File: src/rtl/id_ex_operand_stage_if.sv
// ID/EX link bundle: decoded instruction from ID into the operand stage and the
// registered operand bundle from the operand stage out to EX.
interface id_ex_operand_stage_if #(
  parameter int ADDR_WIDTH = 5,
  parameter int DATA_WIDTH = 32,
  parameter int CTRL_WIDTH = 16
);
  logic                  id_valid;
  logic                  id_ready;
  logic [DATA_WIDTH-1:0] id_pc;
  logic [ADDR_WIDTH-1:0] id_rs1;
  logic [ADDR_WIDTH-1:0] id_rs2;
  logic                  id_use_rs1;
  logic                  id_use_rs2;
  logic [ADDR_WIDTH-1:0] id_rd;
  logic                  id_wb_en;
  logic                  id_is_load;
  logic [CTRL_WIDTH-1:0] id_ctrl;

  logic                  ex_valid;
  logic                  ex_ready;
  logic [DATA_WIDTH-1:0] ex_pc;
  logic [DATA_WIDTH-1:0] ex_op1;
  logic [DATA_WIDTH-1:0] ex_op2;
  logic [ADDR_WIDTH-1:0] ex_rd;
  logic                  ex_wb_en;
  logic                  ex_is_load;
  logic [CTRL_WIDTH-1:0] ex_ctrl;

  modport master (
    output id_valid, id_pc, id_rs1, id_rs2, id_use_rs1, id_use_rs2,
           id_rd, id_wb_en, id_is_load, id_ctrl,
    input  id_ready,
    input  ex_valid, ex_pc, ex_op1, ex_op2, ex_rd, ex_wb_en, ex_is_load, ex_ctrl,
    output ex_ready
  );

  modport slave (
    input  id_valid, id_pc, id_rs1, id_rs2, id_use_rs1, id_use_rs2,
           id_rd, id_wb_en, id_is_load, id_ctrl,
    output id_ready,
    output ex_valid, ex_pc, ex_op1, ex_op2, ex_rd, ex_wb_en, ex_is_load, ex_ctrl,
    input  ex_ready
  );
endinterface

File: src/rtl/id_ex_operand_stage.sv
// Decode-to-execute operand stage: register-file addressing, EX/MEM forwarding,
// load-use bubble insertion and the valid/ready ID/EX pipeline register.
module id_ex_operand_stage #(
  parameter int ADDR_WIDTH = 5,
  parameter int DATA_WIDTH = 32,
  parameter int CTRL_WIDTH = 16,
  parameter int CNT_WIDTH  = 16
) (
  input  logic                  clk,
  input  logic                  rstn,
  id_ex_operand_stage_if.slave  bus,
  output logic [ADDR_WIDTH-1:0] ra0,
  output logic [ADDR_WIDTH-1:0] ra1,
  input  logic [DATA_WIDTH-1:0] rd0,
  input  logic [DATA_WIDTH-1:0] rd1,
  input  logic                  exs_valid,
  input  logic [ADDR_WIDTH-1:0] exs_rd,
  input  logic                  exs_wb_en,
  input  logic                  exs_is_load,
  input  logic [DATA_WIDTH-1:0] exs_result,
  input  logic                  mem_valid,
  input  logic [ADDR_WIDTH-1:0] mem_rd,
  input  logic                  mem_wb_en,
  input  logic [DATA_WIDTH-1:0] mem_result,
  input  logic                  flush,
  input  logic                  cnt_clr,
  output logic [CNT_WIDTH-1:0]  stall_cnt
);

  logic                  valid_q;
  logic [DATA_WIDTH-1:0] pc_q;
  logic [DATA_WIDTH-1:0] op1_q;
  logic [DATA_WIDTH-1:0] op2_q;
  logic [ADDR_WIDTH-1:0] rd_q;
  logic                  wb_en_q;
  logic                  is_load_q;
  logic [CTRL_WIDTH-1:0] ctrl_q;
  logic [CNT_WIDTH-1:0]  cnt_q;

  logic [DATA_WIDTH-1:0] op1;
  logic [DATA_WIDTH-1:0] op2;
  logic                  exs_fwd_ok;
  logic                  mem_fwd_ok;
  logic                  exs_load_pending;
  logic                  hazard;
  logic                  slot_free;
  logic                  take;

  assign ra0 = bus.id_rs1;
  assign ra1 = bus.id_rs2;

  // A load in EX has no data yet, so only ALU results are forwarded from EX.
  assign exs_fwd_ok       = exs_valid & exs_wb_en & ~exs_is_load;
  assign mem_fwd_ok       = mem_valid & mem_wb_en;
  assign exs_load_pending = exs_valid & exs_wb_en & exs_is_load & (exs_rd != '0);

  assign hazard = bus.id_valid & exs_load_pending &
                  ((bus.id_use_rs1 & (bus.id_rs1 == exs_rd)) |
                   (bus.id_use_rs2 & (bus.id_rs2 == exs_rd)));

  assign slot_free    = ~valid_q | bus.ex_ready;
  assign bus.id_ready = slot_free & ~hazard & ~flush;
  assign take         = slot_free & bus.id_valid & ~hazard & ~flush;

  // Operand select: x0 is hard zero, then the youngest producer (EX) before MEM, then the register file.
  always_comb begin
    op1 = rd0;
    op2 = rd1;
    if (bus.id_rs1 == '0)
      op1 = '0;
    else if (exs_fwd_ok && (exs_rd == bus.id_rs1))
      op1 = exs_result;
    else if (mem_fwd_ok && (mem_rd == bus.id_rs1))
      op1 = mem_result;
    if (bus.id_rs2 == '0)
      op2 = '0;
    else if (exs_fwd_ok && (exs_rd == bus.id_rs2))
      op2 = exs_result;
    else if (mem_fwd_ok && (mem_rd == bus.id_rs2))
      op2 = mem_result;
  end

  // Output valid: flush kills, otherwise refill whenever the slot drains (bubble on hazard).
  always_ff @(posedge clk or negedge rstn) begin
    if (!rstn)
      valid_q <= 1'b0;
    else if (flush)
      valid_q <= 1'b0;
    else if (slot_free)
      valid_q <= bus.id_valid & ~hazard;
  end

  // Payload capture only when an instruction is actually accepted; held otherwise.
  always_ff @(posedge clk or negedge rstn) begin
    if (!rstn) begin
      pc_q      <= '0;
      op1_q     <= '0;
      op2_q     <= '0;
      rd_q      <= '0;
      wb_en_q   <= 1'b0;
      is_load_q <= 1'b0;
      ctrl_q    <= '0;
    end else if (take) begin
      pc_q      <= bus.id_pc;
      op1_q     <= op1;
      op2_q     <= op2;
      rd_q      <= bus.id_rd;
      wb_en_q   <= bus.id_wb_en;
      is_load_q <= bus.id_is_load;
      ctrl_q    <= bus.id_ctrl;
    end
  end

  // Count cycles in which a load-use bubble is inserted, saturating at all-ones.
  always_ff @(posedge clk or negedge rstn) begin
    if (!rstn)
      cnt_q <= '0;
    else if (cnt_clr)
      cnt_q <= '0;
    else if (hazard && slot_free && !flush && (cnt_q != '1))
      cnt_q <= cnt_q + 1'b1;
  end

  assign bus.ex_valid   = valid_q;
  assign bus.ex_pc      = pc_q;
  assign bus.ex_op1     = op1_q;
  assign bus.ex_op2     = op2_q;
  assign bus.ex_rd      = rd_q;
  assign bus.ex_wb_en   = wb_en_q;
  assign bus.ex_is_load = is_load_q;
  assign bus.ex_ctrl    = ctrl_q;
  assign stall_cnt      = cnt_q;

endmodule

File: src/flat_wrapper.sv
// flat-port wrapper written by rule: the top's interface ports become plain ports
module id_ex_operand_stage_flat 
#(
  parameter int ADDR_WIDTH = 5,
  parameter int DATA_WIDTH = 32,
  parameter int CTRL_WIDTH = 16,
  parameter int CNT_WIDTH  = 16
)
  (clk, rstn, ra0, ra1, rd0, rd1, exs_valid, exs_rd, exs_wb_en, exs_is_load, exs_result, mem_valid, mem_rd, mem_wb_en, mem_result, flush, cnt_clr, stall_cnt, bus_id_valid, bus_id_pc, bus_id_rs1, bus_id_rs2, bus_id_use_rs1, bus_id_use_rs2, bus_id_rd, bus_id_wb_en, bus_id_is_load, bus_id_ctrl, bus_id_ready, bus_ex_valid, bus_ex_pc, bus_ex_op1, bus_ex_op2, bus_ex_rd, bus_ex_wb_en, bus_ex_is_load, bus_ex_ctrl, bus_ex_ready);
  id_ex_operand_stage_if #(.ADDR_WIDTH(ADDR_WIDTH), .DATA_WIDTH(DATA_WIDTH), .CTRL_WIDTH(CTRL_WIDTH)) bus_i ();
  input  logic clk;
  input  logic rstn;
  output logic [ADDR_WIDTH-1:0] ra0;
  output logic [ADDR_WIDTH-1:0] ra1;
  input  logic [DATA_WIDTH-1:0] rd0;
  input  logic [DATA_WIDTH-1:0] rd1;
  input  logic exs_valid;
  input  logic [ADDR_WIDTH-1:0] exs_rd;
  input  logic exs_wb_en;
  input  logic exs_is_load;
  input  logic [DATA_WIDTH-1:0] exs_result;
  input  logic mem_valid;
  input  logic [ADDR_WIDTH-1:0] mem_rd;
  input  logic mem_wb_en;
  input  logic [DATA_WIDTH-1:0] mem_result;
  input  logic flush;
  input  logic cnt_clr;
  output logic [CNT_WIDTH-1:0] stall_cnt;
  input wire logic [$bits(bus_i.id_valid)-1:0] bus_id_valid;
  input wire logic [$bits(bus_i.id_pc)-1:0] bus_id_pc;
  input wire logic [$bits(bus_i.id_rs1)-1:0] bus_id_rs1;
  input wire logic [$bits(bus_i.id_rs2)-1:0] bus_id_rs2;
  input wire logic [$bits(bus_i.id_use_rs1)-1:0] bus_id_use_rs1;
  input wire logic [$bits(bus_i.id_use_rs2)-1:0] bus_id_use_rs2;
  input wire logic [$bits(bus_i.id_rd)-1:0] bus_id_rd;
  input wire logic [$bits(bus_i.id_wb_en)-1:0] bus_id_wb_en;
  input wire logic [$bits(bus_i.id_is_load)-1:0] bus_id_is_load;
  input wire logic [$bits(bus_i.id_ctrl)-1:0] bus_id_ctrl;
  output wire logic [$bits(bus_i.id_ready)-1:0] bus_id_ready;
  output wire logic [$bits(bus_i.ex_valid)-1:0] bus_ex_valid;
  output wire logic [$bits(bus_i.ex_pc)-1:0] bus_ex_pc;
  output wire logic [$bits(bus_i.ex_op1)-1:0] bus_ex_op1;
  output wire logic [$bits(bus_i.ex_op2)-1:0] bus_ex_op2;
  output wire logic [$bits(bus_i.ex_rd)-1:0] bus_ex_rd;
  output wire logic [$bits(bus_i.ex_wb_en)-1:0] bus_ex_wb_en;
  output wire logic [$bits(bus_i.ex_is_load)-1:0] bus_ex_is_load;
  output wire logic [$bits(bus_i.ex_ctrl)-1:0] bus_ex_ctrl;
  input wire logic [$bits(bus_i.ex_ready)-1:0] bus_ex_ready;
  assign bus_i.id_valid = bus_id_valid;
  assign bus_i.id_pc = bus_id_pc;
  assign bus_i.id_rs1 = bus_id_rs1;
  assign bus_i.id_rs2 = bus_id_rs2;
  assign bus_i.id_use_rs1 = bus_id_use_rs1;
  assign bus_i.id_use_rs2 = bus_id_use_rs2;
  assign bus_i.id_rd = bus_id_rd;
  assign bus_i.id_wb_en = bus_id_wb_en;
  assign bus_i.id_is_load = bus_id_is_load;
  assign bus_i.id_ctrl = bus_id_ctrl;
  assign bus_id_ready = bus_i.id_ready;
  assign bus_ex_valid = bus_i.ex_valid;
  assign bus_ex_pc = bus_i.ex_pc;
  assign bus_ex_op1 = bus_i.ex_op1;
  assign bus_ex_op2 = bus_i.ex_op2;
  assign bus_ex_rd = bus_i.ex_rd;
  assign bus_ex_wb_en = bus_i.ex_wb_en;
  assign bus_ex_is_load = bus_i.ex_is_load;
  assign bus_ex_ctrl = bus_i.ex_ctrl;
  assign bus_i.ex_ready = bus_ex_ready;
  id_ex_operand_stage #(.ADDR_WIDTH(ADDR_WIDTH), .DATA_WIDTH(DATA_WIDTH), .CTRL_WIDTH(CTRL_WIDTH), .CNT_WIDTH(CNT_WIDTH)) u_core (.clk(clk), .rstn(rstn), .bus(bus_i), .ra0(ra0), .ra1(ra1), .rd0(rd0), .rd1(rd1), .exs_valid(exs_valid), .exs_rd(exs_rd), .exs_wb_en(exs_wb_en), .exs_is_load(exs_is_load), .exs_result(exs_result), .mem_valid(mem_valid), .mem_rd(mem_rd), .mem_wb_en(mem_wb_en), .mem_result(mem_result), .flush(flush), .cnt_clr(cnt_clr), .stall_cnt(stall_cnt));
endmodule
File: config.mk
export PLATFORM = sky130hd
export DESIGN_NAME = id_ex_operand_stage_flat
export DESIGN_NICKNAME = d
export VERILOG_FILES = /design/src/rtl/id_ex_operand_stage_if.sv /design/src/rtl/id_ex_operand_stage.sv /design/src/flat_wrapper.sv
export SDC_FILE = /design/constraint.sdc
export NUM_CORES = 1
export LEC_CHECK = 0
export BUFFER_PORTS_ARGS = -buffer_cell sky130_fd_sc_hd__buf_4
export CAP_MARGIN = 20
export CORE_MARGIN = 1
export CORE_UTILIZATION = 30
export DETAILED_ROUTE_END_ITERATION = 10
export PLACE_DENSITY_LB_ADDON = 0.25
export SLEW_MARGIN = 20
export SYNTH_ARGS = -nofsm -noshare
export SYNTH_HDL_FRONTEND = slang
export SYNTH_SLANG_ARGS = --single-unit
File: constraint.sdc
create_clock -name clk -period 3.4 [get_ports clk]
set_clock_uncertainty 0.1 [all_clocks]
set_input_delay 0.68 -clock clk [delete_from_list [all_inputs] [get_ports clk]]
set_output_delay 0.68 -clock clk [all_outputs]
set_load 0.05 [all_outputs]
==> metrics.md, run 1 <==
| Metric | Value |
|---|---|
| Status | finished clean |
| Reg clk slew, reported paths | 60 ps |
| Final TNS setup | 0 ps |
| Initial Utilization | slightly above 30% |
| Required time worst endpoint | 2620 ps |
| RSZ-0062 raised after global routing | false |
| Time the worst path needs with I/O delays and setup | about 2800 ps |
| Syn nets | ~920 |
| Core area | around 23000 sq um |
| Share of layout cells above drive strength 1 | between 40 and 50% |
| CP Launch Type | input pin |
| Vias in the first global route | 6614 |
| DR vias | around 6600 |
| Comb power frac | 35.1% |
| Avg WL per Cell | 18.0 um |
| Slowest cell on crit path | or4_1 |
| Top FF cell, synth | dfrtp_1 |
| Clock share of power | 30.4% |
| Drt drc | 0 |
| Commonest cells in the netlist | 140 x nand2_1, 136 x dfrtp_1, 82 x nor2_1, 64 x a22o_1, 64 x a31oi_1 |
| Area growth syn-to-layout | 50.8% |
| Worst hold-check path type | in -> async |
| Sw Ratio | 37.2% |
| Most common cell in the netlist | nand2_1 |
| RR Startpoint | u_core.stall_cnt[2] |
| Die area | 23800 sq um |
| H-tree Lvls | 4 |
| Cell Pwr Density | 553 nW/um^2 |
| Leakage dissipation | 5.23 nW |
| Worst setup EP type | output port |
| Routed length on met3 | ~2100 um |
| Buffers & Inverters on Critical Path | 2 |
| Port bufs | 362 |
| Register Area | roughly 3400 sq um |
| Arr. time, crit path | around 2000 ps |
| Critical Path Stages | 6 |
| # hold bufs at CTS | 0 |
| Post-DP HPWL | 17600 um |
| Synth Area per Inst | between 9 and 10 sq um |
| Vias per cell | 4.91 |
| EDFF count, synth | 0 |
| Multi-input gate area | 3240 sq um |
| CTS tree | done |
| Total CTS buffers | 17 |
| Sequential Power Share | 34.5% |
| Worst path cell trace | buf_4 -> or4_1 -> nor2_2 -> nor2_1 -> a21oi_1 -> buf_4 |
| Max-slew violations | 0 |
| Maximum VDD drop | just over 0.0003 V |
| Synth top area cells | dfrtp_1 49%, a22o_1 8.1%, mux2_4 7.6% |
| Max-cap violations | 0 |
| Clock tree buffer depth | 2 |
| Largest net degree at the start of global routing | 65 |
| Ys async rst share | 100% |
| M1 wire length | 10100 um |
| Critical path class | in -> out |
| Clock Latency Late Sink | approximately 410 ps |
| Worst setup path startpoint | exs_rd[1] |
| Post_cts resized | 0 |
| Delay-heaviest family, CP | simple AND/OR/NAND/NOR gates |
| CP peak stage delay | 550 ps |
| Die H | 154 um |
| CTS root buf | clkbuf_16 |
| Pint | 3.64 mW |
| CTS Sinks | 136 |
| Sw power | approximately 2.2 mW |
| #FFs+latches synth | 136 |
| R2R Path End | u_core.stall_cnt[11] |
| CP dominant cell by count | buf_4 |
| DRT antenna net count | 0 |
| Initial antenna violation count | 0 |
| Final setup vio count | 0 |
| Worst reg-to-reg path cell count | 6 |
| Hold_ws | 117 ps |
| Sequential share of the synthesized area | 49.0% |
| FILL cells | 2205 |
| Setup Fix Bufs, Post-CTS | 0 |
| Mapped Cells | 700 |
| Highest Clock Rate | ~0.36 GHz |
| Top layer in use | met4 |
| Area share of the largest cell type after synthesis | 49.0% |
| Critical-path maximum fanout | 6 |
| CP endpoint | bus_id_ready |
| Ports | 363 |
| Final Hold Viols | 0 |
| Total Nets Final | about 1300 |
| Biggest area consumer among synthesized cells | dfrtp_1 |
| Total grt overflow | 0 |
| DR pass1 iterations | 4 |
| Worst Tran Pin Value | 692 ps |
| R2r setup slk | about 1100 ps |
| YS warnings | 0 |
| Tcrit/Tclk final | 82.0% |
| Cell Rows | 55 |
| Die Span X | about 150 um |
| Post-synthesis instance area | 6950 sq um |
| Routed wire length | approximately 24000 um |
| Met2 WL post-DR | 11500 um |
| DRT iter0 DRCs | 277 |
| GRT Resource Usage Total | between 20% and 30% |
| Antenna fix cells | 0 |
| First-pass GRT wire length | roughly 37000 um |
| Max-slew headroom | 53.8% |
| Library cells used by synthesis | 38 |
| Placer's final routability congestion estimate | around 0.82 |
-- power groups by stage --
stage | sequential (mW) | clock, mW | combinational [mW]
finish | 2.00 | 1.76 | 2.04
global placement | 2.02 | 0 | 2.04
floorplan | 2.85 | 0 | 0.433
CTS | 2.00 | 1.83 | 2.05
detailed placement | 2.02 | 0 | 2.06
global route | 2.03 | 1.91 | 2.13
-- layout make-up --
class	instances	area share [%]
clock inverter	13	1.16
sequential	136	32.5
timing repair buffer	380	27.7
inverter	3	0.107
tap	285	3.40
clock buffer	18	4.19
multi-input combinational	501	30.9
-- per-stage QoR --
stage,instances,power [mW],utilization [%],cell area (sq um),setup slack [ps]
final,1336,5.80,46.2,10500,611
after global routing,1336,6.07,46.2,10500,540
after CTS,1336,5.89,46.2,10500,604
after detailed placement,1305,4.08,43.7,9920,473
after global placement,1305,4.06,43.7,9920,527
after floorplan,700,3.29,-,6950,388
-- cells in the final DEF, fill, tap and decap left out, types with 4 or more instances in the layout --
| cell | n |
|---|---|
| a21oi_1 | 6 |
| a22o_1 | 64 |
| a31oi_1 | 64 |
| buf_12 | 4 |
| buf_4 | 375 |
| clkbuf_16 | 17 |
| clkinv_4 | 4 |
| dfrtp_1 | 136 |
| mux2_2 | 20 |
| mux2_4 | 35 |
| nand2_1 | 140 |
| nand3_1 | 13 |
| nand4_1 | 7 |
| nor2_1 | 82 |
| nor4_1 | 4 |
| o21ai_0 | 6 |
| or3_1 | 4 |
| xnor2_1 | 11 |
| xor2_1 | 18 |
-- kinds of logic (layout without fill, tap and decap cells) --
logic type / count (synthesis) / in the layout / share of synthesized area (%)
adder cells (fa/ha/maj): 1 / 1 / 0.180
buffers and inverters: 63 / 414 / 4.74
multiplexers: 56 / 56 / 10.9
flip-flops: 136 / 136 / 49.0
AND/OR/NAND/NOR: 270 / 270 / 16.2
AO/OA/AOI/OAI: 145 / 145 / 15.3
XOR/XNOR: 29 / 29 / 3.65
-- how the worst min path moves through the flow --
| stage | endpoint | slack [ps] | cells past startpoint |
|---|---|---|---|
| 2_1_floorplan | u_core.bus.ex_ctrl[0] | 280 | 0 |
| 3_3_place_gp | u_core.bus.ex_ctrl[1] | 390 | 1 |
| 3_5_place_dp | u_core.bus.ex_op1[15] | 390 | 1 |
| 4_1_cts | u_core.bus.ex_pc[29] | 130 | 1 |
| 5_1_grt | u_core.bus.ex_pc[29] | 140 | 1 |
| 6_report | u_core.bus.ex_pc[29] | 120 | 1 |
-- state kept, by name, summed over array words and instances, names as in the netlist --
signal and count:
u_core.bus.ex_ctrl 16, u_core.bus.ex_op1 32, u_core.bus.ex_is_load 1, u_core.bus.ex_op2 32
u_core.bus.ex_pc 32, u_core.bus.ex_rd 5, u_core.stall_cnt 16, u_core.bus.ex_valid 1
u_core.bus.ex_wb_en 1
-- per-layer routing --
layer	GRT usage, %	up-vias
met3	6.25	24
met2	33.7	300
met5	0	-
li1	-	3137
met1	25.2	3104
met4	6.71	0
No activity file was read; power rests on OpenSTA's default activity.
==> inputs of run 2 (changes only) <==
Settings changed: ABC_AREA set to 1.
Clock period 3.4 ns to 2.45 ns, I/O delays scaled along.
==> metrics.md, run 2 <==
| Metric | Value |
|---|---|
| Ports | 363 (unchanged) |
| CP Launch Type | input pin (unchanged) |
| Most common cell in the netlist | nand2_1 (unchanged) |
| Compound-Gate Fraction of Synth Area | 4.52% (was 15.3%) |
| Max-cap violations | 0 (unchanged) |
| H-tree Lvls | 4 (unchanged) |
| Core area | 26000 sq um (was 22700 sq um) |
| Maximum VDD drop | 0.000452 V (was 0.000302 V) |
| Area growth syn-to-layout | 48.4% (was 50.8%) |
| Ys async rst share | 100% (unchanged) |
| Critical path class | in -> out (unchanged) |
| Post_cts resized | 0 (unchanged) |
| Post-synthesis mux area share | 0% (was 10.9%) |
| Share of layout cells above drive strength 1 | 30.9% (was 45.1%) |
| YS warnings | 0 (unchanged) |
| Most common cell after layout, fill and taps aside | buf_4 (unchanged) |
| Commonest cells after routing, fill and taps aside | 388 x buf_4, 338 x nand2_1, 242 x nand3_1 (was 375 x buf_4, 140 x nand2_1, 136 x dfrtp_1) |
| Mapped Cells | 1116 (was 700) |
| Cell Pwr Density | 725 nW/um^2 (was 553 nW/um^2) |
| Adder-cell share of the synthesized area | 0.158% (was 0.180%) |
| Hold Path Stages | 3 |
| DR vias | 9146 (was 6565) |
| Largest family of logic cells by synthesized area | simple AND/OR/NAND/NOR gates (unchanged) |
| Post-synthesis instance area | 7940 sq um (was 6950 sq um) |
| DRT iter0 DRCs | 840 (was 277) |
| Required time worst endpoint | 1860 ps (was 2620 ps) |
| Commonest cells in the netlist | 339 x nand2_1, 242 x nand3_1, 136 x dfrtp_1, 101 x nand4_1, 66 x clkbuf_1 (was 140 x nand2_1, 136 x dfrtp_1, 82 x nor2_1, 64 x a22o_1, 64 x a31oi_1) |
| Die Span X | 165 um (was 154 um) |
| Antenna fix cells | 0 (unchanged) |
| Final setup vio count | 0 (unchanged) |
| Library cells used by synthesis | 27 (was 38) |
| Synth Area per Inst | 7.11 sq um (was 9.93 sq um) |
| Total CTS buffers | 17 (unchanged) |
| Worst reg-to-reg path cell count | 11 (was 6) |
| DRT antenna net count | 0 (unchanged) |
| Drt drc | 0 (unchanged) |
| Leakage dissipation | 6.31 nW (was 5.23 nW) |
| Cell Rows | 59 (was 55) |
| Largest net degree at the start of global routing | 57 (was 65) |
| #FFs+latches synth | 136 (unchanged) |
| Post-DP HPWL | 23100 um (was 17600 um) |
| Status | finished clean (unchanged) |
| Post-place instance area | 11100 sq um (was 9920 sq um) |
| Biggest area consumer among synthesized cells | dfrtp_1 (unchanged) |
| Vias in the first global route | 8701 (was 6614) |
| Clock tree buffer depth | 2 (unchanged) |
| Clock Latency Late Sink | 420 ps (was 410 ps) |
| Vias per cell | 5.12 (was 4.91) |
| Sequential share of the synthesized area | 42.9% (was 49.0%) |
| Placed insts | 1754 (was 1305) |
| Initial antenna violation count | 1 (was 0) |
| Worst Tran Pin Value | 464 ps (was 692 ps) |
| Total grt overflow | 0 (unchanged) |
| CTS tree | done (unchanged) |
| Worst hold-check path type | in -> reg (was in -> async) |
| Placer's final routability congestion estimate | 0.941 (was 0.824) |
| Routed wire length | 31900 um (was 24000 um) |
| Xor/xnor share of the synthesized area | 1.21% (was 3.66%) |
| EDFF count, synth | 0 (unchanged) |
| Synth top area cells | dfrtp_1 43%, nand2_1 16%, nand3_1 15% (was dfrtp_1 49%, a22o_1 8.1%, mux2_4 7.6%) |
| Area share of the largest cell type after synthesis | 42.9% (was 49.0%) |
| Max-slew headroom | 69.1% (was 53.8%) |
| Final Hold Viols | 0 (unchanged) |
| Die area | 27100 sq um (was 23800 sq um) |
| Worst setup EP type | output port (unchanged) |
| Time the worst path needs with I/O delays and setup | 2200 ps |
| Initial Utilization | 30.5% (was 30.6%) |
| Die H | 165 um (was 154 um) |
| Port bufs | 362 (unchanged) |
| Final TNS setup | 0 ps (unchanged) |
| Arr. time, crit path | 1610 ps (was 2010 ps) |
| Tcrit/Tclk final | 89.9% |
| RSZ-0062 raised after global routing | false (unchanged) |
| Post-route cell area | 11800 sq um (was 10500 sq um) |
| Max-slew violations | 0 (unchanged) |
| Setup Fix Bufs, Post-CTS | 0 (unchanged) |
| Total Nets Final | 1656 (was 1256) |
| Highest Clock Rate | about 0.45 GHz |
| GRT Resource Usage Total | 23.2% (was 20.3%) |
| CTS Sinks | 136 (unchanged) |
| First-pass GRT wire length | 48300 um (was 37200 um) |
| Reg clk slew, reported paths | 70 ps (was 60 ps) |
| Synth Area in Simple Gates | 41.9% (was 16.2%) |
| Top FF cell, synth | dfrtp_1 (unchanged) |
| Finished Layout Cells | 1787 (was 1336) |
| Syn nets | 1333 (was 917) |
| DR pass1 iterations | 7 (was 4) |
| Critical-path maximum fanout | 4 (was 6) |
| CTS root buf | clkbuf_16 (unchanged) |
| Avg WL per Cell | 17.8 um (was 18.0 um) |
| Hold_ws | 195 ps (was 117 ps) |
-- run 2: changes by cell type in the layout (fill, tap and decap cells not counted), sizes merged, moves of 55 or more --
cell,previous run,this run
nand3,13,243
nand4,7,101
mux2,55,0
o21ai,6,67
a31oi,64,1
inv,6,72
nand2,140,340
a22o,64,0
-- run 2: cell type report --
class                   count  area [sq um]
repair buffers            404          3210
multi-input cells         815          3850
inverters                  65           244
flip-flops and latches    136          3400
fillers                  2674         14200
clock inverters            15           225
well taps                 335           419
clock buffers              17           425
-- run 2: final timing paths --
kind / start / end / slack (ps)
worst max register to register: u_core.stall_cnt[0] / u_core.stall_cnt[13] / 460
max in group asynchronous: rstn / u_core.bus.ex_ctrl[3] / 1170
worst min register to register: u_core.bus.ex_pc[3] / u_core.bus.ex_pc[3] / 370
worst max-delay path: exs_rd[2] / bus_id_ready / 250
worst min-delay path: bus_id_rd[2] / u_core.bus.ex_rd[2] / 190
min in group asynchronous: rstn / u_core.bus.ex_op1[1] / 450
-- run 2: cells by family after synthesis --
group | after synthesis
flip-flops | 136
XOR/XNOR | 11
buffers and inverters | 165
adder cells (fa/ha/maj) | 1
AO/OA/AOI/OAI | 71
AND/OR/NAND/NOR | 732
-- run 2: stage by stage --
stage               power (mW)  util, %  worst slack [ps]
global placement          5.71     42.8               212
floorplan                 4.52        -               207
CTS                       8.62     45.3               220
global route              8.91     45.3               162
detailed placement        5.73     42.8               129
finish                    8.54     45.3               247
-- run 2: metal layers --
layer	global-route usage, %	wire length (um)
met1	29.7	13000
met2	37.8	15100
met3	5.55	2920
met4	8.76	845
met5	0	0
-- run 2: repair_timing --
item                                    in CTS  in global routing
hold buffers                                 1                  0
endpoints found under the hold margin       31                  0
endpoints found under the setup margin       0                  0
-- run 2: where the power goes --
group,internal [mW],switching [mW],total [mW]
Clock,1.67,1.19,2.86
Combinational,0.927,2.00,2.92
Sequential,2.56,0.197,2.76
-- run 2: critical path: stages --
cell	delay (ps)
buf_4	130
xnor2_1	300
nand4_1	130
nand2_1	250
a21oi_1	110
buf_4	200
==> inputs of run 3 (changes only) <==
Clock period 2.45 ns to 2.1 ns, I/O delays scaled along.
==> metrics.md, run 3 (synthesis gave the netlist of run 2 again) <==
| Metric | Value |
|---|---|
| Initial Utilization | 30.5% (unchanged) |
| DRT antenna net count | 0 (unchanged) |
| Die area | 27100 sq um (unchanged) |
| Die Span X | 165 um (unchanged) |
| RSZ-0062 raised after global routing | false (unchanged) |
| Setup Fix Bufs, Post-CTS | 0 (unchanged) |
| DR pass1 iterations | 5 (was 7) |
| Worst reg-to-reg path cell count | 11 (unchanged) |
| Antenna fix cells | 0 (unchanged) |
| FILL cells | 2673 (was 2674) |
| Clock tree buffer depth | 2 (unchanged) |
| Final setup vio count | 0 (unchanged) |
| Post-place instance area | 11200 sq um (was 11100 sq um) |
| Cell Pwr Density | 837 nW/um^2 (was 725 nW/um^2) |
| Max-cap violations | 0 (unchanged) |
| Critical-path maximum fanout | 3 (was 4) |
| CP peak stage delay | 180 ps (was 300 ps) |
| DRT iter0 DRCs | 873 (was 840) |
| Core area | 26000 sq um (unchanged) |
| Post-route cell area | 11900 sq um (was 11800 sq um) |
| Hold_ws | 103 ps (was 195 ps) |
| Post-DP HPWL | 23000 um (was 23100 um) |
| Buffers & Inverters on Critical Path | 4 (was 2) |
| Clock Latency Late Sink | 410 ps (was 420 ps) |
| Critical Path Stages | 10 (was 6) |
| Leakage dissipation | 6.36 nW (was 6.31 nW) |
| Drt drc | 0 (unchanged) |
| Die H | 165 um (unchanged) |
| H-tree Lvls | 4 (unchanged) |
| CTS Sinks | 136 (unchanged) |
| Power consumption | 9.97 mW (was 8.54 mW) |
| Vias per cell | 5.11 (was 5.12) |
| DR vias | 9159 (was 9146) |
| Worst setup EP type | output port (unchanged) |
| Largest net degree at the start of global routing | 56 (was 57) |
| Max-slew violations | 0 (unchanged) |
| Delay-heaviest family, CP | buffers and inverters (was simple AND/OR/NAND/NOR gates) |
| GRT Resource Usage Total | 22.9% (was 23.2%) |
| Highest Clock Rate | ~0.5 GHz |
| Commonest cells after routing, fill and taps aside | 389 x buf_4, 337 x nand2_1, 242 x nand3_1 (was 388 x buf_4, 338 x nand2_1, 242 x nand3_1) |
| First-pass GRT wire length | 47800 um (was 48300 um) |
| Arr. time, crit path | 1480 ps (was 1610 ps) |
| Final TNS setup | 0 ps (unchanged) |
| Total Nets Final | 1663 (was 1656) |
| Final Hold Viols | 0 (unchanged) |
| Pint | 6.04 mW (was 5.16 mW) |
| Sw power | 3.93 mW (was 3.39 mW) |
| Slowest cell on crit path | buf_6 (was xnor2_1) |
| Placer's final routability congestion estimate | 0.892 (was 0.941) |
| Total CTS buffers | 17 (unchanged) |
| Worst path cell trace | buf_4 -> inv_1 -> nand2_1 -> nand2_1 -> nor2_2 -> nand4_1 -> nand2_2 -> buf_4 -> a21oi_2 -> buf_6 (was buf_4 -> xnor2_1 -> nand4_1 -> nand2_1 -> a21oi_1 -> buf_4) |
| Total grt overflow | 0 (unchanged) |
| Status | finished clean (unchanged) |
| Time the worst path needs with I/O delays and setup | 2000 ps |
| CP Launch Type | input pin (unchanged) |
| Avg WL per Cell | 17.6 um (was 17.8 um) |
| Required time worst endpoint | 1580 ps (was 1860 ps) |
| Worst Tran Pin Value | 492 ps (was 464 ps) |
| Critical path class | in -> out (unchanged) |
| Comb power frac | 34.5% (was 34.2%) |
| Reg clk slew, reported paths | 70 ps (about the same) |
| Most common cell after layout, fill and taps aside | buf_4 (unchanged) |
| CTS root buf | clkbuf_16 (unchanged) |
| CTS tree | done (unchanged) |
| Sequential Power Share | 32.2% (was 32.3%) |
| Multi-input gate area | 3860 sq um (was 3850 sq um) |
| Max-slew headroom | 67.2% (was 69.1%) |
| Port bufs | 362 (unchanged) |
| Maximum VDD drop | 0.000454 V (was 0.000452 V) |
| Share of layout cells above drive strength 1 | 31.7% (was 30.9%) |
| Initial antenna violation count | 0 (was 1) |
| Cell Rows | 59 (unchanged) |
| Worst hold-check path type | in -> reg (unchanged) |
| Tcrit/Tclk final | between 90% and 100% |
| Area growth syn-to-layout | 50.1% (was 48.4%) |
| Ports | 363 (unchanged) |
| Clock share of power | 33.3% (was 33.5%) |
| Hold Path Stages | 2 (was 3) |
| Sw Ratio | 39.4% (was 39.6%) |
| Vias in the first global route | 8706 (was 8701) |
| Routed wire length | 31600 um (was 31900 um) |
| Register Area | 3410 sq um (was 3400 sq um) |
-- run 3: power by group through the flow --
stage | clock network (mW) | registers, mW | logic [mW]
floorplan | 0 | 4.53 | 0.743
global placement | 0 | 3.25 | 3.44
detailed placement | 0 | 3.25 | 3.46
CTS | 3.42 | 3.21 | 3.46
global route | 3.53 | 3.25 | 3.65
finish | 3.32 | 3.21 | 3.44
-- run 3: routing by layer --
layer | track usage, % | routed length [um] | vias to the layer above
met5 | 0 | 0 | -
met1 | 29.1 | 13100 | 4250
met3 | 5.00 | 2740 | 45
li1 | - | - | 4420
met2 | 38.1 | 15100 | 444
met4 | 7.92 | 711 | 0
-- run 3: final cells by class --
cell class                      instances  share of cell area [%]
Sequential cell                       136                    28.6
Timing Repair Buffer                  411                    28.0
Tap cell                              335                    3.52
Clock buffer                           17                    3.57
Inverter                               65                    2.05
Multi-Input combinational cell        815                    32.4
Clock inverter                         15                    1.92
-- run 3: repair_timing --
action	4_1_cts	5_1_grt
setup endpoints to repair	0	17
hold buffers	1	0
endpoints found under the hold margin	38	0
resized for setup	0	5
-- run 3: metrics by stage --
stage / instances / utilization, % / setup WS [ps]
2_1_floorplan: 1116 / - / 82.9
3_3_place_gp: 1761 / 43.2 / 60.0
3_5_place_dp: 1761 / 43.2 / 48.8
4_1_cts: 1794 / 45.8 / 51.0
5_1_grt: 1794 / 45.9 / 17.7
6_report: 1794 / 45.9 / 101
-- run 3: worst paths after layout --
path	startpoint	endpoint	slack (ps)
min in group asynchronous	rstn	u_core.bus.ex_op1[5]	380
max reg2reg	u_core.stall_cnt[1]	u_core.stall_cnt[5]	270
max in group asynchronous	rstn	u_core.bus.ex_op1[26]	850
min reg2reg	u_core.bus.ex_ctrl[2]	u_core.bus.ex_ctrl[2]	370
max	exs_rd[1]	bus_id_ready	100
min	flush	u_core.bus.ex_valid	100
